===== config.mk =====
export PLATFORM = sky130hd
export DESIGN_NAME = vga_timing_gen
export DESIGN_NICKNAME = d
export VERILOG_FILES = /design/src/rtl/vga_timing_pkg.sv /design/src/rtl/vga_timing_gen_pixel_tick_div.sv /design/src/rtl/vga_timing_gen.sv
export SDC_FILE = /design/constraint.sdc
export NUM_CORES = 1
export LEC_CHECK = 0
export BUFFER_PORTS_ARGS = -buffer_cell sky130_fd_sc_hd__buf_2
export CORE_UTILIZATION = 40
export CTS_CLUSTER_DIAMETER = 30
export CTS_CLUSTER_SIZE = 8
export DETAILED_ROUTE_END_ITERATION = 16
export SKIP_CTS_REPAIR_TIMING = 1
export SLEW_MARGIN = 20
export SYNTH_ARGS = -nofsm -noshare
export SYNTH_HDL_FRONTEND = slang
export SYNTH_SLANG_ARGS = --single-unit

===== constraint.sdc =====
create_clock -name clk -period 3.2 [get_ports clk]
set_input_delay 0.16 -clock clk [delete_from_list [all_inputs] [get_ports clk]]
set_output_delay 0.16 -clock clk [all_outputs]
set_load 0.02 [all_outputs]

===== src/rtl/vga_timing_pkg.sv =====
// -----------------------------------------------------------------------------
// vga_timing_pkg
// Shared 640x480 @ 60 Hz timing constants, the coordinate type and the scan
// region decode. The graphics stage imports the same package for its board
// offset arithmetic, so both sides agree on the geometry.
// -----------------------------------------------------------------------------
package vga_timing_pkg;

   localparam int unsigned COORD_W = 10;

   localparam int unsigned VGA_H_ACTIVE = 640;
   localparam int unsigned VGA_H_FP     = 16;
   localparam int unsigned VGA_H_SYNC   = 96;
   localparam int unsigned VGA_H_BP     = 48;
   localparam int unsigned VGA_H_TOTAL  = VGA_H_ACTIVE + VGA_H_FP + VGA_H_SYNC + VGA_H_BP;

   localparam int unsigned VGA_V_ACTIVE = 480;
   localparam int unsigned VGA_V_FP     = 10;
   localparam int unsigned VGA_V_SYNC   = 2;
   localparam int unsigned VGA_V_BP     = 33;
   localparam int unsigned VGA_V_TOTAL  = VGA_V_ACTIVE + VGA_V_FP + VGA_V_SYNC + VGA_V_BP;

   typedef logic [COORD_W-1:0] coord_t;

   // The four parts of a scan line (or of a frame, counted in lines).
   typedef enum logic [1:0] {
      REGION_ACTIVE,
      REGION_FP,
      REGION_SYNC,
      REGION_BP
   } region_e;

   // Classify a counter value; the back porch is whatever remains up to TOTAL-1.
   function automatic region_e scan_region(input int unsigned cnt,
                                           input int unsigned active,
                                           input int unsigned fp,
                                           input int unsigned sync);
      region_e r;
      if (cnt < active)                  r = REGION_ACTIVE;
      else if (cnt < active + fp)        r = REGION_FP;
      else if (cnt < active + fp + sync) r = REGION_SYNC;
      else                               r = REGION_BP;
      return r;
   endfunction

endpackage


===== src/rtl/vga_timing_gen_pixel_tick_div.sv =====
// -----------------------------------------------------------------------------
// pixel_tick_div
// Divides the system clock down to the pixel rate. A counter runs
// 0..CLK_DIV-1 and wraps; pix_tick is the combinational decode of the last
// count, so it is high for exactly one clk in every CLK_DIV.
//
// Ports
//   clk      in   system clock
//   reset_n  in   asynchronous active-low reset (counter clears to 0)
//   pix_tick out  one-clk strobe per pixel period
// -----------------------------------------------------------------------------
module pixel_tick_div
   import vga_timing_pkg::*;
#(
   parameter int unsigned CLK_DIV = 4
) (
   input  logic clk,
   input  logic reset_n,
   output logic pix_tick
);

   localparam int unsigned      DIV_W    = (CLK_DIV > 1) ? $clog2(CLK_DIV) : 1;
   localparam logic [DIV_W-1:0] DIV_LAST = DIV_W'(CLK_DIV - 1);

   if (CLK_DIV < 2) begin : g_bad_clk_div
      $error("pixel_tick_div: CLK_DIV must be at least 2");
   end

   logic [DIV_W-1:0] div;

   // NOTE: clocked state is assigned with <= so every register samples the
   // pre-edge values, independent of statement order.
   always_ff @(posedge clk or negedge reset_n) begin
      if (!reset_n)              div <= '0;
      else if (div == DIV_LAST)  div <= '0;
      else                       div <= div + DIV_W'(1);
   end

   // Low throughout reset because div is held at 0 and CLK_DIV >= 2.
   assign pix_tick = (div == DIV_LAST);

endmodule


===== src/rtl/vga_timing_gen.sv =====
// -----------------------------------------------------------------------------
// vga_timing_gen
// Display-timing front end: pixel-rate strobe, horizontal/vertical scan
// counters and the registered decodes the renderer and VGA connector use.
//
// Ports
//   clk          in   system clock, the only clock
//   reset_n      in   asynchronous active-low reset
//   pix_tick     out  one-clk strobe per pixel period (unregistered decode)
//   coord_x      out  horizontal scan position 0..H_TOTAL-1 (raw, incl. blanking)
//   coord_y      out  vertical scan position 0..V_TOTAL-1 (raw, incl. blanking)
//   active_area  out  coord_x < H_ACTIVE and coord_y < V_ACTIVE
//   hsync        out  horizontal sync at level SYNC_POL while asserted
//   vsync        out  vertical sync at level SYNC_POL while asserted
//   line_start   out  one-clk pulse in the first cycle coord_x shows 0
//   frame_start  out  one-clk pulse in the first cycle (coord_x,coord_y) shows (0,0)
//
// All outputs other than pix_tick are registered together one clk behind the
// counters, so every output describes the same pixel in the same cycle.
// -----------------------------------------------------------------------------
module vga_timing_gen
   import vga_timing_pkg::*;
#(
   parameter int unsigned CLK_DIV  = 4,
   parameter int unsigned H_ACTIVE = VGA_H_ACTIVE,
   parameter int unsigned H_FP     = VGA_H_FP,
   parameter int unsigned H_SYNC   = VGA_H_SYNC,
   parameter int unsigned H_BP     = VGA_H_BP,
   parameter int unsigned V_ACTIVE = VGA_V_ACTIVE,
   parameter int unsigned V_FP     = VGA_V_FP,
   parameter int unsigned V_SYNC   = VGA_V_SYNC,
   parameter int unsigned V_BP     = VGA_V_BP,
   parameter logic        SYNC_POL = 1'b0
) (
   input  logic   clk,
   input  logic   reset_n,
   output logic   pix_tick,
   output coord_t coord_x,
   output coord_t coord_y,
   output logic   active_area,
   output logic   hsync,
   output logic   vsync,
   output logic   line_start,
   output logic   frame_start
);

   localparam int unsigned H_TOTAL = H_ACTIVE + H_FP + H_SYNC + H_BP;
   localparam int unsigned V_TOTAL = V_ACTIVE + V_FP + V_SYNC + V_BP;

   if (H_TOTAL > (1 << COORD_W)) begin : g_bad_h_total
      $error("vga_timing_gen: H_TOTAL does not fit the coordinate width");
   end
   if (V_TOTAL > (1 << COORD_W)) begin : g_bad_v_total
      $error("vga_timing_gen: V_TOTAL does not fit the coordinate width");
   end

   // Wraps are explicit compares against TOTAL-1, never reliance on 2^10 rollover.
   localparam coord_t H_LAST = coord_t'(H_TOTAL - 1);
   localparam coord_t V_LAST = coord_t'(V_TOTAL - 1);

   // --------------------------------------------------------------------------
   // Pixel-rate strobe
   // --------------------------------------------------------------------------
   pixel_tick_div #(
      .CLK_DIV (CLK_DIV)
   ) u_div (
      .clk      (clk),
      .reset_n  (reset_n),
      .pix_tick (pix_tick)
   );

   // --------------------------------------------------------------------------
   // Scan counters
   // --------------------------------------------------------------------------
   coord_t h_cnt;
   coord_t v_cnt;
   logic   h_wrap;
   logic   v_wrap;

   assign h_wrap = (h_cnt == H_LAST);
   assign v_wrap = (v_cnt == V_LAST);

   always_ff @(posedge clk or negedge reset_n) begin
      if (!reset_n) begin
         h_cnt <= '0;
         v_cnt <= '0;
      end else if (pix_tick) begin
         if (h_wrap) begin
            h_cnt <= '0;
            if (v_wrap) v_cnt <= '0;
            else        v_cnt <= v_cnt + coord_t'(1);
         end else begin
            h_cnt <= h_cnt + coord_t'(1);
         end
      end
   end

   // --------------------------------------------------------------------------
   // Region decode
   // --------------------------------------------------------------------------
   region_e h_region;
   region_e v_region;

   assign h_region = scan_region(32'(h_cnt), H_ACTIVE, H_FP, H_SYNC);
   assign v_region = scan_region(32'(v_cnt), V_ACTIVE, V_FP, V_SYNC);

   // --------------------------------------------------------------------------
   // Output register
   // --------------------------------------------------------------------------
   // counters_moved is high in the cycle right after a pix_tick, i.e. the
   // first cycle the counters hold a new pixel. Gating the start pulses with it
   // keeps them one clk wide and suppresses a pulse for the post-reset (0,0).
   logic counters_moved;

   always_ff @(posedge clk or negedge reset_n) begin
      if (!reset_n) begin
         counters_moved <= 1'b0;
         coord_x        <= '0;
         coord_y        <= '0;
         active_area    <= 1'b0;
         hsync          <= ~SYNC_POL;
         vsync          <= ~SYNC_POL;
         line_start     <= 1'b0;
         frame_start    <= 1'b0;
      end else begin
         counters_moved <= pix_tick;
         coord_x        <= h_cnt;
         coord_y        <= v_cnt;
         active_area    <= (h_region == REGION_ACTIVE) && (v_region == REGION_ACTIVE);
         hsync          <= (h_region == REGION_SYNC) ? SYNC_POL : ~SYNC_POL;
         vsync          <= (v_region == REGION_SYNC) ? SYNC_POL : ~SYNC_POL;
         line_start     <= counters_moved && (h_cnt == '0);
         frame_start    <= counters_moved && (h_cnt == '0) && (v_cnt == '0);
      end
   end

endmodule


==> results of run 1 <==
## cells in the mapped netlist, types with 3 or more instances
| library cell | n |
|---|---|
| o31ai_1 | 6 |
| inv_1 | 7 |
| and4_1 | 5 |
| xnor2_1 | 3 |
| and3_1 | 4 |
| o21ai_0 | 14 |
| ha_1 | 5 |
| nand2_1 | 12 |
| dfrtp_1 | 46 |
| nand3_1 | 8 |
| nand4_1 | 3 |
| nor2_1 | 11 |
## state kept, by name (all words and copies together), names as in the netlist
| signal | cells |
|---|---|
| coord_x | 10 |
| v_cnt | 10 |
| frame_start | 1 |
| h_cnt | 10 |
| hsync | 1 |
| u_div.div | 2 |
| counters_moved | 1 |
| active_area | 1 |
| coord_y | 10 |
| line_start | 1 |
| vsync | 1 |
## through the flow
stage	std cells	total power [W]	util	hold WS, ns
6_report	240	0.0009902	0.4895	0.4138
3_3_place_gp	232	0.0006301	0.4649	0.3817
5_1_grt	240	0.001035	0.4895	0.4605
2_1_floorplan	156	0.0006183	-	-0.1356
3_5_place_dp	232	0.0006305	0.4649	0.4000
4_1_cts	239	0.001006	0.4867	0.07651
## placed cells by master, fill, tap and decap left out, types with 2 or more instances in the layout
cell and count:
a21oi_1 2, a41oi_1 2, and3_1 4, and4_1 5
buf_2 26, clkbuf_8 7, dfrtp_1 46, dfstp_2 2
ha_1 5, inv_1 7, nand2_1 12, nand2b_1 2
nand3_1 8, nand4_1 3, nor2_1 11, nor3_1 2
o21ai_0 14, o22ai_1 2, o31ai_1 6, or3_1 2
or4_1 2, xnor2_1 3, xor2_1 2
## critical path, stage by stage (launching register included)
cell and delay, ns:
dfrtp_1 0.36, ha_1 0.43, nand4_2 0.25, or4b_4 0.62
a41o_1 0.33, o31ai_1 0.24
## cell type report
cell class,instances,area [um2]
Timing Repair Buffer,28,147.6
Multi-Input combinational cell,98,621.8
Inverter,7,26.28
Tap cell,52,65.06
Sequential cell,48,1204
Fill cell,399,2253
Clock buffer,7,96.34
## metal layers
layer,global-route usage,part of all wire,vias to the layer above
li1,-,-,627
met2,0.2646,0.52,35
met5,0,0,-
met4,0.06667,0.0050,0
met3,0.03030,0.039,2
met1,0.1849,0.44,642
## power breakdown
| group | total, W | switching, W | leakage, nW | internal (W) |
|---|---|---|---|---|
| sequential | 0.000606 | 0 | 0.634 | 0.000606 |
| combinational | 0.0000125 | 0.0000109 | 0.379 | 0.00000161 |
| clock | 0.000372 | 0.000179 | 0.0503 | 0.000192 |
## kinds of logic (layout without fill, tap and decap cells)
logic type               Yosys count  count (layout)  synth area share
AO/OA/AOI/OAI                     29              29           0.09598
flip-flops                        48              48            0.6456
buffers and inverters             10              42           0.02081
adder cells (fa/ha/maj)            5               5           0.03356
AND/OR/NAND/NOR                   59              59            0.1805
XOR/XNOR                           5               5           0.02349
## worst paths after layout
path | to | slack [ns] | cells past startpoint
max | v_cnt[4]$_DFFE_PN0P_ | 0.86 | 5
min | coord_y[6]$_DFF_PN0_ | 0.41 | 2
max reg2reg | v_cnt[4]$_DFFE_PN0P_ | 0.86 | 5
min reg2reg | u_div.div[0]$_DFF_PN0_ | 0.43 | 1
max in group asynchronous | coord_x[7]$_DFF_PN0_ | 2.40 | 2
min in group clk | u_div.div[0]$_DFF_PN0_ | 0.43 | 1
==> metrics.md, run 1 <==
| Metric | Value |
|---|---|
| Final min period | `approximately 2.3 ns` |
| Synthesis-stage register bit count | `48` |
| Worst Setup Path Type | `register to register` |
| YS warnings | `0` |
| RSZ-0062 raised after global routing | `false` |
| Count of pins over their slew limit | `0` |
| Clk buf depth | `2` |
| Post-Place Cell Area | `slightly above 2000 um2` |
| Status | `complete, no violations` |
| Pre-CTS setup slack | `0.8447 ns` |
| Crit path max fanout | `14` |
| Setup TNS | `0 ns` |
| Layout cells sized above 1 | `0.2021` |
| Worst-Skew Late Latency | `0.29 ns` |
| Critical path startpoint | `u_div.div[0]$_DFF_PN0_` |
| Reg2reg start | `u_div.div[0]$_DFF_PN0_` |
| EDFF count, synth | `0` |
| DIE HEIGHT | `70.27 um` |
| DR vias | `1306` |
| Final WL | `3.381 mm` |
| Slew HR | `0.6175` |
| Ant diodes | `0` |
| CTS tree | `done` |
| Fin. Hold Viols | `0` |
| DRT iter0 DRCs | `roughly 150` |
| Synth area leaders | `dfrtp_1 (62%), o21ai_0 (3.8%), ha_1 (3.4%)` |
| Starting Density | `0.4223` |
| Post-synthesis sequential area ratio | `0.6456` |
| CTS root buf | `clkbuf_8` |
| Vias in the first global route | `1268` |
| Hpwl dp | `2.314 mm` |
| Slew at the pin closest to its max-slew limit | `0.5737 ns` |
| Vias/cell | `5.442` |
| Initial antenna violation count | `0` |
| Buffers on Ports | `27` |
| DIE WIDTH | `70.27 um` |
| Max rail drop VDD | `142.9 uV` |
| Maxcap violations | `0` |
| Area of the core | `~4400 um2` |
| Hold Path Class | `input pin to asynchronous set/reset pin` |
| GPL Wtd Cong | `0.8348` |
| Pwr per Cell Area | `458.3 nW/um2` |
| Main synth FF type | `dfrtp_1` |
| GRT Total Usage | `0.1534` |
| Startpoint Class | `register` |
| Initial DRT Pass Iterations | `4` |
| First-pass GRT wire length | `just under 6 mm` |
| Yosys top cell area share | `0.6174` |
| Synth Instances | `156` |
| Arr. time, crit path | `2.53 ns` |
| DRT antenna net count | `0` |
| H-tree depth | `2` |
| Peak Freq | `~0.43 GHz` |
| Wire per inst | `~14 um` |
| Leak | `around 1.1 nW` |
| Num CTS Buffers | `5` |
| Avg Inst Size Synth | `11.95 um2` |
| Fraction of registers with async set/reset | `1.000` |
| Fin area | `2161 um2` |
| # IOs | `28` |
| Post-synth top area cell | `dfrtp_1` |
| DRC errors left | `0` |
| Worst EP required | `3.39 ns` |
| Tcrit/Tclk final | `0.7321` |
| Grt ovf | `0` |
| Reg clk slew, reported paths | `0.08 ns` |
| Worst setup margin | `0.8571 ns` |
| Pin count of the biggest net entering global routing | `49` |
| Synth cell types | `34` |
| Worst Skew | `approximately 0.0054 ns` |
| Die area | `4938 um2` |
| Layout Area Growth over Synthesis | `15.91%` |
| Critical path capture point type | `register` |
| Row count | `24` |
| Final setup viols | `0` |
| Synthesized Nets | `roughly 160` |
| Fin nets | `195` |
| TritonCTS Sinks | `48` |
| Post-Syn Area | `1864 um2` |
Power figures use the tool's default switching activity.
==> run 2: changes to the inputs <==
==> constraint.sdc (replaced) <==
create_clock -name clk -period 2.25 [get_ports clk]
set_input_delay 0.1125 -clock clk [delete_from_list [all_inputs] [get_ports clk]]
set_output_delay 0.1125 -clock clk [all_outputs]
set_load 0.02 [all_outputs]
==> run 2 against run 1 <==
Compared with the run above: total power increased by 41%; largest cell class unchanged; sequential cell count unchanged; first-iteration DRC count decreased by 39%; critical endpoint is now v_cnt[7]$_DFFE_PN0P_; largest power group unchanged.
==> metrics.md, run 2 (synthesis gave the netlist of run 1 again) <==
| Metric | Value |
|---|---|
| Worst Setup Path Type | `register to register (unchanged)` |
| Starting Density | `0.4223 (unchanged)` |
| Tcrit/Tclk final | `0.9303 (was 0.7321)` |
| Maxcap violations | `0 (unchanged)` |
| Hold Path Class | `input pin to asynchronous set/reset pin (unchanged)` |
| Num CTS Buffers | `5 (unchanged)` |
| RSZ-0062 raised after global routing | `false (unchanged)` |
| Most frequent cells in the layout | `dfrtp_1 (46), buf_2 (27), o21ai_0 (14), nand2_1 (12), nor2_1 (11) (was dfrtp_1 (46), buf_2 (26), o21ai_0 (14), nand2_1 (12), nor2_1 (11))` |
| Leak | `1.088 nW (was 1.063 nW)` |
| GR Util met3 | `0.04329 (was 0.03030)` |
| Startpoint Class | `register (unchanged)` |
| Slew HR | `0.6076 (was 0.6175)` |
| Leading cell type in the layout, fill and taps excluded | `dfrtp_1 (unchanged)` |
| GRT Total Usage | `0.1568 (was 0.1534)` |
| Arr. time, crit path | `2.29 ns (was 2.53 ns)` |
| Ant diodes | `0 (unchanged)` |
| Count of pins over their slew limit | `0 (unchanged)` |
| Final core occ | `0.4977 (was 0.4895)` |
| CTS root buf | `clkbuf_8 (unchanged)` |
| Max rail drop VDD | `316.8 uV (was 142.9 uV)` |
| Pre-CTS setup slack | `0.1746 ns (was 0.8447 ns)` |
| Reg clk slew, reported paths | `0.08 ns (about the same)` |
| Final min period | `2.093 ns (was 2.343 ns)` |
| Row count | `24 (unchanged)` |
| Buffers on Ports | `27 (unchanged)` |
| Worst Skew | `0.002990 ns (was 0.005357 ns)` |
| Grt ovf | `0 (unchanged)` |
| Crit path max fanout | `14 (unchanged)` |
| DRT antenna net count | `0 (unchanged)` |
| Setup TNS | `0 ns (unchanged)` |
| Worst-Skew Late Latency | `0.29 ns (about the same)` |
| Vias in the first global route | `1253 (was 1268)` |
| Final WL | `3.522 mm (was 3.381 mm)` |
| Peak Freq | `0.4778 GHz (was 0.4268 GHz)` |
| Fin. Hold Viols | `0 (unchanged)` |
| Worst path cell trace | `ha_1, nand4_2, or4b_4, a41o_1, o31ai_1 (unchanged)` |
| Hpwl dp | `2.394 mm (was 2.314 mm)` |
| Clk buf depth | `2 (unchanged)` |
| DR vias | `1336 (was 1306)` |
| Layout Area Growth over Synthesis | `17.85% (was 15.91%)` |
| Initial antenna violation count | `0 (unchanged)` |
| GPL Wtd Cong | `0.8461 (was 0.8348)` |
| DRC errors left | `0 (unchanged)` |
| Die area | `4938 um2 (unchanged)` |
| Area of the core | `4414 um2 (unchanged)` |
| DRT iter0 DRCs | `89 (was 146)` |
| CTS tree | `done (unchanged)` |
| Vias/cell | `5.409 (was 5.442)` |
| # IOs | `28 (unchanged)` |
| Fin nets | `201 (was 195)` |
| Pwr per Cell Area | `637.7 nW/um2 (was 458.3 nW/um2)` |
| Met2 Use GR | `0.2392 (was 0.2646)` |
| Met1 usage | `0.2109 (was 0.1849)` |
| Wire per inst | `14.26 um (was 14.09 um)` |
| Worst EP required | `2.45 ns (was 3.39 ns)` |
| H-tree depth | `2 (unchanged)` |
| Crit path max-delay cell type | `or4b_4 (unchanged)` |
| Crit path buf inv count | `0 (unchanged)` |
| Worst setup margin | `0.1569 ns (was 0.8571 ns)` |
| TritonCTS Sinks | `48 (unchanged)` |
| DIE WIDTH | `70.27 um (unchanged)` |
| Worst path top cell family by delay | `simple AND/OR/NAND/NOR gates (unchanged)` |
| Critical path capture point type | `register (unchanged)` |
| First-pass GRT wire length | `6.037 mm (was 5.913 mm)` |
| GR peak layer | `met2 (unchanged)` |
| Initial DRT Pass Iterations | `4 (unchanged)` |
| # fillers | `419 (was 399)` |
| DIE HEIGHT | `70.27 um (unchanged)` |
| Final setup viols | `0 (unchanged)` |
| Worst path max stage delay | `0.60 ns (was 0.62 ns)` |
| Status | `complete, no violations (unchanged)` |
| Pin count of the biggest net entering global routing | `49 (unchanged)` |
| Slew at the pin closest to its max-slew limit | `0.5886 ns (was 0.5737 ns)` |
| Layout cells sized above 1 | `0.2205 (was 0.2021)` |
| Hold Worst Slack | `0.4310 ns (was 0.4138 ns)` |
[run 2: layout make-up]
class                           count  area, um2  share of cell area
Inverter                            7      26.28             0.01196
Timing Repair Buffer               34      190.2             0.08656
Multi-Input combinational cell     98      621.8              0.2830
Tap cell                           52      65.06             0.02961
Clock buffer                        8      90.09             0.04100
Sequential cell                    48       1204              0.5478
[run 2: metal layers]
layer	up-vias	part of all wire	wire (um)
li1	639	-	-
met1	662	0.46	1604
met2	28	0.49	1738
met3	7	0.036	127
met4	0	0.015	52
met5	-	0	0
[run 2: report_power, final]
part,internal [W],switching (W)
clock network,0.000251,0.000269
logic,0.00000287,0.0000159
registers,0.000862,0
[run 2: final timing paths]
path,start,endpoint,slack (ns),cells past startpoint
setup / recovery,h_cnt[0]$_DFFE_PN0P_,v_cnt[7]$_DFFE_PN0P_,0.16,5
hold / removal,reset_n,coord_y[6]$_DFF_PN0_,0.43,3
setup reg to reg,h_cnt[0]$_DFFE_PN0P_,v_cnt[7]$_DFFE_PN0P_,0.16,5
hold reg to reg,u_div.div[0]$_DFF_PN0_,u_div.div[0]$_DFF_PN0_,0.44,1
max in group asynchronous,reset_n,v_cnt[6]$_DFFE_PN0P_,1.42,3
min in group clk,u_div.div[0]$_DFF_PN0_,u_div.div[0]$_DFF_PN0_,0.44,1
[run 2: through the flow]
step | cells | total power (W) | cell area (um2)
floorplan | 156 | 0.0008793 | 1864
CTS | 246 | 0.001412 | 2187
global route | 247 | 0.001455 | 2197
global placement | 238 | 0.0008975 | 2097
finish | 247 | 0.001401 | 2197
detailed placement | 238 | 0.0008981 | 2097
[run 2: worst min-delay path: stages]
cell and delay, ns:
dlygate4sd3_1 0.52, buf_2 0.09, buf_4 0.47
